## src/rtl/cv32e40x_alu_share_arb_if.sv

```systemverilog
// Request/grant bundle between the shifter/CLZ arbiter and its two requesters.
// The master side is the requesters; the slave side is the arbiter.
interface cv32e40x_alu_share_arb_if;
    logic alu_req_i;
    logic alu_gnt_o;
    logic div_req_i;
    logic div_last_i;
    logic div_gnt_o;
    logic div_en_o;

    modport master (
        output alu_req_i, div_req_i, div_last_i,
        input  alu_gnt_o, div_gnt_o, div_en_o
    );

    modport slave (
        input  alu_req_i, div_req_i, div_last_i,
        output alu_gnt_o, div_gnt_o, div_en_o
    );
endinterface

```

## src/rtl/cv32e40x_alu_share_arb.sv

```systemverilog
// Per-cycle arbiter for the ALU shifter/CLZ datapath shared between the EX ALU path and the divider.
// Optional macro CV32E40X_ALU_ARB_STATS_EN adds a saturating ALU-conflict counter output.
module cv32e40x_alu_share_arb #(
    parameter int unsigned MAX_DIV_BURST = 8,
    parameter int unsigned MAX_DIV_WAIT  = 4,
    parameter int unsigned CNT_W         = 4
) (
    input  logic                       clk,
    input  logic                       rst,
    input  logic                       kill_i,
    cv32e40x_alu_share_arb_if.slave    arb_if,
    output logic [1:0]                 state_o,
    output logic [CNT_W-1:0]           burst_cnt_o
`ifdef CV32E40X_ALU_ARB_STATS_EN
    ,
    output logic [15:0]                conflict_cnt_o
`endif
);

    typedef enum logic [1:0] {
        S_IDLE  = 2'b00,
        S_DIV   = 2'b01,
        S_YIELD = 2'b10
    } state_e;

    localparam logic [CNT_W-1:0] LP_BURST_MAX = CNT_W'(MAX_DIV_BURST);
    localparam logic [CNT_W-1:0] LP_WAIT_MAX  = CNT_W'(MAX_DIV_WAIT);

    state_e           r_state;
    state_e           w_state_nxt;
    logic [CNT_W-1:0] r_burst_cnt;
    logic [CNT_W-1:0] w_burst_nxt;
    logic [CNT_W-1:0] r_wait_cnt;
    logic [CNT_W-1:0] w_wait_nxt;
    logic             w_alu_gnt;
    logic             w_div_gnt;

    always_ff @(posedge clk or posedge rst) begin
        if (rst) begin
            r_state     <= S_IDLE;
            r_burst_cnt <= '0;
            r_wait_cnt  <= '0;
        end else begin
            r_state     <= w_state_nxt;
            r_burst_cnt <= w_burst_nxt;
            r_wait_cnt  <= w_wait_nxt;
        end
    end

    always_comb begin
        w_state_nxt = r_state;
        w_burst_nxt = r_burst_cnt;
        w_wait_nxt  = r_wait_cnt;
        w_alu_gnt   = 1'b0;
        w_div_gnt   = 1'b0;
        if (kill_i) begin
            w_state_nxt = S_IDLE;
            w_burst_nxt = '0;
            w_wait_nxt  = '0;
        end else begin
            case (r_state)
                S_IDLE: begin
                    if (arb_if.alu_req_i && arb_if.div_req_i) begin
                        if (r_wait_cnt < LP_WAIT_MAX) begin
                            w_alu_gnt  = 1'b1;
                            w_wait_nxt = r_wait_cnt + 1'b1;
                        end else begin
                            w_div_gnt  = 1'b1;
                        end
                    end else begin
                        w_alu_gnt = arb_if.alu_req_i;
                        w_div_gnt = arb_if.div_req_i;
                    end
                    if (w_div_gnt) begin
                        w_wait_nxt = '0;
                        if (!arb_if.div_last_i) begin
                            w_state_nxt = S_DIV;
                            w_burst_nxt = CNT_W'(1);
                        end
                    end
                end
                S_DIV: begin
                    // A stalled divider lends the datapath to the ALU without ending its burst.
                    if (!arb_if.div_req_i) begin
                        w_alu_gnt = arb_if.alu_req_i;
                    end else if ((r_burst_cnt == LP_BURST_MAX) && arb_if.alu_req_i && !arb_if.div_last_i) begin
                        w_alu_gnt   = 1'b1;
                        w_state_nxt = S_YIELD;
                    end else begin
                        w_div_gnt = 1'b1;
                        if (arb_if.div_last_i) begin
                            w_state_nxt = S_IDLE;
                            w_burst_nxt = '0;
                        end else if (r_burst_cnt != LP_BURST_MAX) begin
                            w_burst_nxt = r_burst_cnt + 1'b1;
                        end
                    end
                end
                S_YIELD: begin
                    w_state_nxt = S_DIV;
                    w_burst_nxt = '0;
                end
                default: begin
                    w_state_nxt = S_IDLE;
                    w_burst_nxt = '0;
                    w_wait_nxt  = '0;
                end
            endcase
        end
    end

    // Grants are forced low while reset is held so nothing leaks out before the first edge.
    assign arb_if.alu_gnt_o = w_alu_gnt & ~rst;
    assign arb_if.div_gnt_o = w_div_gnt & ~rst;
    assign arb_if.div_en_o  = w_div_gnt & ~rst;
    assign state_o          = r_state;
    assign burst_cnt_o      = r_burst_cnt;

`ifdef CV32E40X_ALU_ARB_STATS_EN
    logic [15:0] r_conflict_cnt;

    always_ff @(posedge clk or posedge rst) begin
        if (rst) begin
            r_conflict_cnt <= '0;
        end else if (arb_if.alu_req_i && !w_alu_gnt && (r_conflict_cnt != 16'hFFFF)) begin
            r_conflict_cnt <= r_conflict_cnt + 16'd1;
        end
    end

    assign conflict_cnt_o = r_conflict_cnt;
`endif

endmodule
```

## src/flat_wrapper.sv

```systemverilog
// flat-port wrapper written by rule: the top's interface ports become plain ports
module cv32e40x_alu_share_arb_flat 
#(
    parameter int unsigned MAX_DIV_BURST = 8,
    parameter int unsigned MAX_DIV_WAIT  = 4,
    parameter int unsigned CNT_W         = 4
)
  (clk, rst, kill_i, state_o, burst_cnt_o, arb_if_alu_req_i, arb_if_div_req_i, arb_if_div_last_i, arb_if_alu_gnt_o, arb_if_div_gnt_o, arb_if_div_en_o);
  cv32e40x_alu_share_arb_if arb_if_i ();
  input  logic clk;
  input  logic rst;
  input  logic kill_i;
  output logic [1:0] state_o;
  output logic [CNT_W-1:0] burst_cnt_o;
  input wire logic [$bits(arb_if_i.alu_req_i)-1:0] arb_if_alu_req_i;
  input wire logic [$bits(arb_if_i.div_req_i)-1:0] arb_if_div_req_i;
  input wire logic [$bits(arb_if_i.div_last_i)-1:0] arb_if_div_last_i;
  output wire logic [$bits(arb_if_i.alu_gnt_o)-1:0] arb_if_alu_gnt_o;
  output wire logic [$bits(arb_if_i.div_gnt_o)-1:0] arb_if_div_gnt_o;
  output wire logic [$bits(arb_if_i.div_en_o)-1:0] arb_if_div_en_o;
  assign arb_if_i.alu_req_i = arb_if_alu_req_i;
  assign arb_if_i.div_req_i = arb_if_div_req_i;
  assign arb_if_i.div_last_i = arb_if_div_last_i;
  assign arb_if_alu_gnt_o = arb_if_i.alu_gnt_o;
  assign arb_if_div_gnt_o = arb_if_i.div_gnt_o;
  assign arb_if_div_en_o = arb_if_i.div_en_o;
  cv32e40x_alu_share_arb #(.MAX_DIV_BURST(MAX_DIV_BURST), .MAX_DIV_WAIT(MAX_DIV_WAIT), .CNT_W(CNT_W)) u_core (.clk(clk), .rst(rst), .kill_i(kill_i), .arb_if(arb_if_i), .state_o(state_o), .burst_cnt_o(burst_cnt_o));
endmodule
```

## config.mk

```make
export PLATFORM = sky130hd
export DESIGN_NAME = cv32e40x_alu_share_arb_flat
export DESIGN_NICKNAME = d
export VERILOG_FILES = /design/src/rtl/cv32e40x_alu_share_arb_if.sv /design/src/rtl/cv32e40x_alu_share_arb.sv /design/src/flat_wrapper.sv
export SDC_FILE = /design/constraint.sdc
export NUM_CORES = 1
export LEC_CHECK = 0
export BUFFER_PORTS_ARGS = -buffer_cell sky130_fd_sc_hd__buf_2
export CORE_AREA = 3 3 40 42
export DETAILED_ROUTE_END_ITERATION = 7
export DIE_AREA = 0 0 43 45
export GPL_ROUTABILITY_DRIVEN = 0
export PLACE_DENSITY = 0.79
export SETUP_SLACK_MARGIN = 0.5
export SYNTH_ARGS = -nofsm -noshare
export SYNTH_HDL_FRONTEND = slang
export SYNTH_SLANG_ARGS = --single-unit
export TNS_END_PERCENT = 30
```

## constraint.sdc

```tcl
create_clock -name clk -period 3.1 [get_ports clk]
set_input_delay 0 -clock clk [delete_from_list [all_inputs] [get_ports clk]]
set_output_delay 0 -clock clk [all_outputs]
set_load 0.01 [all_outputs]
```

==> impl_metrics.ini <==
[final_layout]
drive_above_1_share_pct = 25.0
final_core_util_pct = 64.0
nNetsFinal = 106
final_common_cell = buf_2
finalNonFillerCells = 107
antennaDiodeCount = 0
area_growth_pct = 14.9
final_cell_mix = buf_2 (14), dfrtp_1 (10), inv_1 (7), a21oi_1 (6), ha_1 (6)

[routing]
drc = 0
avgRoutedWirePerCell_um = 13.2
dr.pass1.iters = 4
routed_wl_um = 1410
antenna_left = 0
first_iter_violations = 14
drt-vias-per-instance = 5.91
via_count = 632

[worst_hold_path]
hp-class = input pin to register
min-delay-start = kill_i
hold_depth = 2
hold_path_end = u_core.r_wait_cnt[0]$_DFFE_PP0P_

[synth]
synth-seq-cells = 10
synth_area_um2 = 716
yosysWarnings = 0
synth_cells = 76
synth_top_family_by_area = compound AO/OA/AOI/OAI gates
synth_top_area_share_pct = 35.0
ys_types = 34
synth_xor_area_share_pct = 0
syn_nets = 88
synth.avg_cell_area_um2 = 9.42
async_flop_share_pct = 100
synth_area_leader_cell = dfrtp_1
ys_top_cells_by_area = dfrtp_1 (35%), ha_1 (10%), a21oi_1 (4.2%), a221oi_4 (3.7%), inv_1 (3.7%)
synthMuxAreaShare_pct = 2.10
synthSimpleGateAreaFrac_pct = 22.4
synthFlopType = dfrtp_1
synth_compound_area_share_pct = 24.3
synthAdderAreaFrac_pct = 10.5
synth_seq_area_share_pct = 35.0
synth_edf_count = 0

[power]
clkPwrFrac_pct = 18.0
switching_share_pct = 39.5
power_frac_comb_pct = 45.3
pwr-share-seq_pct = 36.8
p_int_w = 0.000291
switching_power_w = 0.000190
p_per_area_mw_per_mm2 = 586
vdd_drop_max_mv = 0.309
leakagePower_nw = 0.403

[placed_design]
dp_hpwl_um = 1090
dp.cells = 103
dpl_worst_slack_ns = 1.28
io_buffers = 14

[floorplan]
die-area_mm2 = 0.00194
die_w_um = 43
rows = 13
io_pins = 15
die-height_um = 45
start_util_pct = 55.7
core_area_mm2 = 0.00128

[setup_path]
endpoint_kind = output port
worst-r2r-cell-count = 6
start_kind = register
worstSetupPathType = register to output port
r2r_setup_slack_ns = 1.26
crit_family = simple AND/OR/NAND/NOR gates
cp.required_ns = 3.10
path_cells = inv_1 -> ha_1 -> inv_1 -> or3_1 -> o221ai_1 -> and3_2 -> buf_2
r2r_start = u_core.state_o[0]$_DFFE_PP0P_
cp_max_fo = 7
critical_path_buf_inv_count = 3
slowest_stage = dfrtp_1
crit_top_cell = inv_1
timing.rr.end = u_core.state_o[0]$_DFFE_PP0P_
max_stage_delay_ns = 0.43
crit_arrival_ns = 1.86

[cts]
tritoncts = built
path_clk_slew_ns = 0.06
cts_setup_buffers = 0
clockRootBuffer = clkbuf_4
cts_buffers = 3
clk_path_buf_depth = 2
clock_latency_ns = 0.27
htreeDepth = 1
cts.sinks = 10

[global_route]
track_usage_pct = 17.5
antenna_found_initial = 0
grt_pass1_wl_um = 2430
grt_pass1_vias = 551
grt_start_max_net_pins = 11
grt_overflow_total = 0

[timing]
slew_violations = 0
tns_ns = 0
worst_pin_slew_ns = 0.390
hold_ws_ns = 0.0487
setup-violations-final = 0
hold_viol = 0
grt_setup_unrepaired = no
min_period_ns = 1.86
slew_headroom_pct = 74.0
setup_ws_ns = 1.24
max_freq_mhz = 537
finalCritPeriodShare_pct = 60.1
fin_skew_ns = 0.00280

[run]
cap_viol_max_count = 0

[outcome]
status = complete, no violations
-- state kept, by name, indices dropped and copies added, names as in the netlist --
signal,count
u_core.burst_cnt_o,4
u_core.state_o,2
u_core.r_wait_cnt,4
-- how the worst max path moves through the flow --
stage,startpoint,to,slack [ns],depth (start not counted)
floorplan,u_core.state_o[0]$_DFFE_PP0P_,u_core.state_o[0]$_DFFE_PP0P_,1.38,6
global placement,u_core.state_o[1]$_DFFE_PP0P_,u_core.state_o[1]$_DFFE_PP0P_,1.33,6
detailed placement,u_core.state_o[0]$_DFFE_PP0P_,u_core.state_o[0]$_DFFE_PP0P_,1.28,6
CTS,u_core.state_o[0]$_DFFE_PP0P_,arb_if_alu_gnt_o,1.23,7
global route,u_core.state_o[0]$_DFFE_PP0P_,arb_if_alu_gnt_o,1.07,7
finish,u_core.state_o[0]$_DFFE_PP0P_,arb_if_alu_gnt_o,1.24,7
-- synthesized netlist by cell type, types with 2 or more instances --
master and number:
dfrtp_1 10, inv_1 7, a21oi_1 6, ha_1 6
nor2_1 5, nand2_1 4, nand3_1 4, a211oi_1 2
buf_4 2, nand2b_1 2, nor2b_1 2, o21ai_0 2
or3_1 2, or4_1 2
-- cell type report --
| type | instances | area, um^2 |
|---|---|---|
| multi-input cells | 57 | 424 |
| well taps | 15 | 18.8 |
| repair buffers | 15 | 80.1 |
| fillers | 113 | 463 |
| clock buffers | 3 | 22.5 |
| flip-flops and latches | 10 | 250 |
| inverters | 7 | 26.3 |
-- metal layers --
layer	GRT usage, %	vias up	share of wire [%]
li1	-	312	-
met1	24.1	295	50
met2	23.4	20	40
met3	3.59	5	6.6
met4	14.5	0	3.2
met5	0	-	0
-- kinds of logic after synthesis --
family,count (synthesis)
buffers and inverters,9
DFF,10
and+or+nand+nor,28
AOI/OAI and AO/OA,22
adders and majority gates,6
muxes,1
-- what timing repair did --
item | CTS | global route
endpoints found under the hold margin | 10 | 0
resized for setup | 0 | 0
hold buffers | 1 | 0
-- power by group through the flow --
stage          clock network [W]  registers, W  logic (W)
2_1_floorplan                  0      0.000183   0.000160
3_3_place_gp                   0      0.000177   0.000211
3_5_place_dp                   0      0.000179   0.000215
4_1_cts                0.0000920      0.000177   0.000218
5_1_grt                0.0000973      0.000182   0.000246
6_report               0.0000865      0.000177   0.000218
-- metrics by stage --
stage | total power, W | area, um^2
after floorplan | 0.000342 | 716
after global placement | 0.000389 | 790
after detailed placement | 0.000394 | 790
after CTS | 0.000486 | 822
after global routing | 0.000525 | 822
final | 0.000482 | 822
No activity file was read; power rests on OpenSTA's default activity.
